$ cat src/rtl/fp_add_pipe.sv
// Three-stage pipelined IEEE-754 adder/subtractor with valid/ready handshake.
// Stages: unpack/swap/align -> add/sub -> normalise/round/pack.
module fp_add_pipe #(
  parameter int EXP_W = 8,
  parameter int MAN_W = 23
) (
  input  logic                   clk,
  input  logic                   rst,
  input  logic                   in_valid,
  output logic                   in_ready,
  input  logic [EXP_W+MAN_W:0]   in_a,
  input  logic [EXP_W+MAN_W:0]   in_b,
  input  logic                   in_sub,
  output logic                   out_valid,
  input  logic                   out_ready,
  output logic [EXP_W+MAN_W:0]   out_sum,
  output logic [3:0]             out_flags
);

  localparam int W   = EXP_W + MAN_W + 1;
  localparam int M   = MAN_W + 3;
  localparam int MW  = MAN_W + 2;
  localparam int LZW = $clog2(M + 2);
  localparam int EW  = EXP_W + LZW + 1;
  localparam logic [EW-1:0] EXP_MAX = EW'((1 << EXP_W) - 1);
  localparam logic [W-1:0]  QNAN    = {1'b0, {EXP_W{1'b1}}, 1'b1, {(MAN_W-1){1'b0}}};

  function automatic logic [LZW-1:0] lzc(input logic [M:0] v);
    logic found;
    lzc   = '0;
    found = 1'b0;
    for (int unsigned i = 0; i <= M; i++) begin
      if (!found) begin
        if (v[M-i]) found = 1'b1;
        else        lzc   = lzc + LZW'(1);
      end
    end
  endfunction

  logic en;
  assign en       = !out_valid || out_ready;
  assign in_ready = en;

  // ---------------- S1: unpack, specials, swap, align ----------------
  logic               signA, signB, zeroA, zeroB, nanA, nanB, infA, infB, swap;
  logic [EXP_W-1:0]   expA, expB, expL, expS, diff;
  logic [MAN_W-1:0]   fracA, fracB;
  logic [W-2:0]       keyA, keyB;
  logic [M-1:0]       mantA, mantB, mantL, mantS, aligned;
  logic [2*M-1:0]     ext;
  logic               sticky, specNan, specOn;
  logic [W-1:0]       specSum;

  always_comb begin
    signA = in_a[W-1];
    expA  = in_a[W-2:MAN_W];
    fracA = in_a[MAN_W-1:0];
    signB = in_b[W-1] ^ in_sub;
    expB  = in_b[W-2:MAN_W];
    fracB = in_b[MAN_W-1:0];
    zeroA = (expA == '0);
    zeroB = (expB == '0);
    nanA  = (&expA) && (|fracA);
    nanB  = (&expB) && (|fracB);
    infA  = (&expA) && !(|fracA);
    infB  = (&expB) && !(|fracB);
    // Subnormals flush to zero, so their fraction must not win the compare.
    keyA  = zeroA ? '0 : {expA, fracA};
    keyB  = zeroB ? '0 : {expB, fracB};
    mantA = zeroA ? '0 : {1'b1, fracA, 2'b00};
    mantB = zeroB ? '0 : {1'b1, fracB, 2'b00};
    swap  = keyB > keyA;
    expL  = swap ? expB  : expA;
    expS  = swap ? expA  : expB;
    mantL = swap ? mantB : mantA;
    mantS = swap ? mantA : mantB;
    diff  = expL - expS;
    ext   = {mantS, {M{1'b0}}} >> diff;
    if (int'(diff) >= M) begin
      aligned = '0;
      sticky  = |mantS;
    end else begin
      aligned = ext[2*M-1:M];
      sticky  = |ext[M-1:0];
    end
    specNan = nanA || nanB || (infA && infB && (signA != signB));
    specOn  = specNan || infA || infB;
    if (specNan)   specSum = QNAN;
    else if (infA) specSum = {signA, {EXP_W{1'b1}}, {MAN_W{1'b0}}};
    else           specSum = {signB, {EXP_W{1'b1}}, {MAN_W{1'b0}}};
  end

  logic             s1Valid, s1Spec, s1SpecNan, s1Sign, s1ZeroSign, s1EffSub, s1Sticky;
  logic [W-1:0]     s1SpecSum;
  logic [EXP_W-1:0] s1Exp;
  logic [M-1:0]     s1MantL, s1MantS;

  always_ff @(posedge clk) begin
    if (rst) begin
      s1Valid <= 1'b0;
    end else if (en) begin
      s1Valid    <= in_valid;
      s1Spec     <= specOn;
      s1SpecNan  <= specNan;
      s1SpecSum  <= specSum;
      s1Sign     <= swap ? signB : signA;
      s1ZeroSign <= signA & signB;
      s1EffSub   <= signA ^ signB;
      s1Exp      <= expL;
      s1MantL    <= mantL;
      s1MantS    <= aligned;
      s1Sticky   <= sticky;
    end
  end

  // ---------------- S2: magnitude add/subtract ----------------
  // Sticky rides as an extra LSB so a subtract borrows correctly for rounding.
  logic [M+1:0] sumC;

  always_comb begin
    if (s1EffSub) sumC = {1'b0, s1MantL, 1'b0} - {1'b0, s1MantS, s1Sticky};
    else          sumC = {1'b0, s1MantL, 1'b0} + {1'b0, s1MantS, s1Sticky};
  end

  logic             s2Valid, s2Spec, s2SpecNan, s2Sign, s2ZeroSign;
  logic [W-1:0]     s2SpecSum;
  logic [EXP_W-1:0] s2Exp;
  logic [M+1:0]     s2Sum;

  always_ff @(posedge clk) begin
    if (rst) begin
      s2Valid <= 1'b0;
    end else if (en) begin
      s2Valid    <= s1Valid;
      s2Spec     <= s1Spec;
      s2SpecNan  <= s1SpecNan;
      s2SpecSum  <= s1SpecSum;
      s2Sign     <= s1Sign;
      s2ZeroSign <= s1ZeroSign;
      s2Exp      <= s1Exp;
      s2Sum      <= sumC;
    end
  end

  // ---------------- S3: normalise, round, pack ----------------
  logic             carry, guardB, restB, roundUp, inexact;
  logic [LZW-1:0]   lz;
  logic [M:0]       norm;
  logic [EW-1:0]    expWide, eNorm, eRound;
  logic [MW-1:0]    mantR;
  logic [MAN_W-1:0] fracR;
  logic [W-1:0]     resSum;
  logic [3:0]       resFlags;

  always_comb begin
    carry   = s2Sum[M+1];
    lz      = lzc(s2Sum[M:0]);
    norm    = carry ? {s2Sum[M+1:2], s2Sum[1] | s2Sum[0]} : (s2Sum[M:0] << lz);
    expWide = {{(EW-EXP_W){1'b0}}, s2Exp};
    eNorm   = carry ? expWide + EW'(1) : expWide - EW'(lz);
    guardB  = norm[2];
    restB   = norm[1] | norm[0];
    roundUp = guardB && (restB || norm[3]);
    inexact = guardB || restB;
    mantR   = {1'b0, norm[M:3]} + MW'(roundUp);
    eRound  = eNorm + EW'(mantR[MAN_W+1]);
    fracR   = mantR[MAN_W+1] ? mantR[MAN_W:1] : mantR[MAN_W-1:0];
    resSum   = '0;
    resFlags = '0;
    if (s2Spec) begin
      resSum   = s2SpecSum;
      resFlags = {s2SpecNan, 3'b000};
    end else if (s2Sum == '0) begin
      resSum = {s2ZeroSign, {(W-1){1'b0}}};
    end else if (eRound[EW-1] || eRound == '0) begin
      resSum   = {s2Sign, {(W-1){1'b0}}};
      resFlags = 4'b0011;
    end else if (eRound >= EXP_MAX) begin
      resSum   = {s2Sign, {EXP_W{1'b1}}, {MAN_W{1'b0}}};
      resFlags = 4'b0101;
    end else begin
      resSum   = {s2Sign, eRound[EXP_W-1:0], fracR};
      resFlags = {3'b000, inexact};
    end
  end

  always_ff @(posedge clk) begin
    if (rst) begin
      out_valid <= 1'b0;
      out_sum   <= '0;
      out_flags <= '0;
    end else if (en) begin
      out_valid <= s2Valid;
      if (s2Valid) begin
        out_sum   <= resSum;
        out_flags <= resFlags;
      end
    end
  end

endmodule

$ cat config.mk
export PLATFORM = sky130hd
export DESIGN_NAME = fp_add_pipe
export DESIGN_NICKNAME = d
export VERILOG_FILES = /design/src/rtl/fp_add_pipe.sv
export SDC_FILE = /design/constraint.sdc
export NUM_CORES = 1
export LEC_CHECK = 0
export BUFFER_PORTS_ARGS = -buffer_cell sky130_fd_sc_hd__clkbuf_2
export CAP_MARGIN = 25
export CORE_UTILIZATION = 41
export DETAILED_ROUTE_END_ITERATION = 7
export HOLD_SLACK_MARGIN = 0.03
export PLACE_DENSITY = 0.56
export SLEW_MARGIN = 0
export SYNTH_ARGS = -nofsm -noshare
export SYNTH_HDL_FRONTEND = slang
export SYNTH_SLANG_ARGS = --single-unit
$ cat constraint.sdc
create_clock -name clk -period 18.2 [get_ports clk]
set_clock_uncertainty 0.2 [all_clocks]
set_input_delay 0 -clock clk [delete_from_list [all_inputs] [get_ports clk]]
set_output_delay 0 -clock clk [all_outputs]
set_load 0.02 [all_outputs]
==> impl_metrics.toml <==
[layout]
final_area_mm2 = 0.02108
mostFrequentLayoutCells = "nand2_1, nor2_1, a21oi_1"
utilization_pct = 51.17
layout.cells.most_common = "nand2_1"
drive_above_1_share_pct = 18.73
nets = 2585
fillers = 3958
area_delta_synth_final_pct = 22.18
num_antenna_cells = 0

[yosys]
syn-cell-area_mm2 = 0.01726
synth_flop_cell = "edfxtp_1"
syn_area_per_cell_um2 = 7.851
synth_nets = 2383
ys_warn_count = 0
synth_seq_cells = 147
synth-edff-count = 108
synth.distinct_cells = 104
synth_cells = 2198
async_flop_share_pct = 0
ys_seq_area_share_pct = 23.32

[worst_hold_path]
hold_path_class = "in -> reg"

[critical_path]
path_class = "reg -> reg"
reg2reg_from = "s2Sum[24]$_DFFE_PP_"
crit_path_end = "out_sum[7]$_SDFFE_PP0P_"
reg2reg_slack_ns = 0.53
critPathLaunchType = "flip-flop"
critPathMaxStageDelay_ns = 0.56
r2r-end = "out_sum[7]$_SDFFE_PP0P_"
cp_max_fo = 6
crit_family = "adder cells"
cp.buffers_inverters = 5
crit_cells = 95
cp.arrival_ns = 17.83
end_kind = "flip-flop"
cp-startpoint = "s2Sum[24]$_DFFE_PP_"
cpMaxStageDelayCell = "or4_4"
cp.required_ns = 18.36
reg2regPathDepth = 95

[clocking]
clkSinkCount = 147
cts_root_buf = "clkbuf_16"
clock_latency_ns = 0.44
cts_tree = "done"
cts-buffers-inserted = 17
cts_buffer_depth = 2
htreeDepth = 4
path_clk_slew_ns = 0.07

[placement]
dp_hpwl_um = 40850
numPortBuffers = 106
place_area_mm2 = 0.01877
place_congestion = 0.9482

[detailed_routing]
wl_per_cell_um = 18.32
drtAntennaViolNets = 0
drtIter0Drc = 1350
drt-vias-per-instance = 5.822
drc_errors = 0
wl_um = 53960
vias = 17147
dr.pass1.iters = 5

[timing]
hold_violations = 0
tns_ns = 0
tightest_slew_ns = 0.9810
relSlewSlack_pct = 34.44
timing.hold.ws_ns = 0.1720
slew_violations = 0
fin_crit_ns = 17.67
max_freq_mhz = 56.58
setup_violations = 0
period_share_pct = 97.11

[grt]
antenna_found_initial = 0
grt_pass1_wl_um = 85370
grt_start_max_net_pins = 99
grt_util_all_layers_pct = 24.29
overflow = 0
first_global_vias = 16168

[power]
ir_drop_mv = 0.07514
totalPowerFinal_w = 0.001870
p_leak_nw = 8.770
p_per_area_mw_per_mm2 = 88.68

[die]
coreArea_mm2 = 0.04120
rows = 74
fp.dieH_um = 207.2
die_w_um = 207.2
initial_core_util_pct = 41.88
ios = 107
dieArea_mm2 = 0.04291

[flow_run]
drv_cap = 0

[status]
status = "completed"
==> synth_stat cells, drive strengths merged, types with 18 or more instances <==
| cell | n | area, um^2 |
|---|---|---|
| a21o | 24 | 180.2 |
| a21oi | 134 | 674.4 |
| a31oi | 28 | 175.2 |
| and2 | 39 | 244.0 |
| and3 | 26 | 162.7 |
| buf | 27 | 131.4 |
| clkbuf | 108 | 405.4 |
| dfxtp | 39 | 780.8 |
| edfxtp | 108 | 3243 |
| ha | 114 | 1426 |
| inv | 111 | 416.7 |
| mux2 | 35 | 394.1 |
| mux2i | 127 | 1279 |
| nand2 | 245 | 919.6 |
| nand2b | 20 | 125.1 |
| nand3 | 82 | 410.4 |
| nand4 | 32 | 221.5 |
| nor2 | 189 | 719.4 |
| nor2b | 25 | 156.4 |
| nor3 | 63 | 315.3 |
| nor4 | 44 | 302.8 |
| o211ai | 21 | 157.7 |
| o21a | 18 | 135.1 |
| o21ai | 140 | 700.7 |
| o21bai | 25 | 187.7 |
| o31ai | 22 | 175.2 |
| xnor2 | 88 | 815.8 |
| xor2 | 35 | 314.1 |
==> routing by layer <==
metal | vias up | track usage, % | wire length, um
li1 | 8494 | - | -
met1 | 8092 | 31.25 | 24010
met2 | 481 | 43.14 | 26610
met3 | 80 | 2.274 | 2093
met4 | 0 | 6.794 | 1243
met5 | - | 0 | 0
==> cell families after synthesis <==
kind of cell | count (synthesis) | synth area share [%]
AND/OR/NAND/NOR | 839 | 24.09
adder cells (fa/ha/maj) | 122 | 8.846
flip-flops | 147 | 23.32
buffers and inverters | 248 | 5.568
multiplexers | 163 | 9.825
XOR/XNOR | 130 | 7.526
AO/OA/AOI/OAI | 549 | 20.83
==> final cells by class <==
class	instances	area, um^2	area share, %
sequential	147	4024	19.08
multi-input combinational	1805	12980	61.58
clock buffer	17	425.4	2.018
inverter	113	424.2	2.012
timing repair buffer	316	2384	11.30
tap	532	665.6	3.157
clock inverter	15	178.9	0.8486
==> state kept, by name, indices dropped and copies added, names as in the netlist, 2 cells and up <==
name	cells
out_sum	32
s2Sum	28
s1MantS	26
s1MantL	24
s1Exp	8
s2Exp	8
out_flags	4
s1SpecSum	2
s2SpecSum	2
==> through the flow <==
step	setup slack, ns	instances
6_report	0.5254	2945
5_1_grt	-0.2020	2945
4_1_cts	0.01510	2916
3_5_place_dp	-0.4797	2791
3_3_place_gp	0.07491	2791
2_1_floorplan	0.001881	2198
==> how the worst min path moves through the flow <==
stage                  start              endpoint  slack [ns]  cells past startpoint
global route        in_a[27]   s1SpecNan$_DFFE_PP_        0.20                      4
detailed placement  in_valid  s1Valid$_SDFFE_PP0N_        0.05                      3
floorplan           in_valid  s1Valid$_SDFFE_PP0N_       -0.05                      2
CTS                 in_a[27]   s1SpecNan$_DFFE_PP_        0.12                      4
finish              in_a[27]   s1SpecNan$_DFFE_PP_        0.17                      4
global placement    in_valid  s1Valid$_SDFFE_PP0N_        0.04                      3
==> worst min-delay path: stages <==
cell and delay [ns]:
clkbuf_2 0.13, nand2_1 0.09, or3_1 0.14, o21ai_0 0.21
==> report_power, final <==
part / internal (W) / switching (W)
Sequential: 0.000408 / 0.0000621
Clock: 0.000217 / 0.000145
Combinational: 0.000455 / 0.000582
Total: 0.00108 / 0.000789
==> what timing repair did <==
action / CTS / global route
hold buffers: 80 / 0
pin swaps: 15 / 57
endpoints found under the hold margin: 45 / 0
buffers inserted: 11 / 28
endpoints found under the setup margin: 33 / 34
resized for setup: 18 / 94
cloned: 2 / 0
Note: power is estimated with default switching activity, not from simulation.
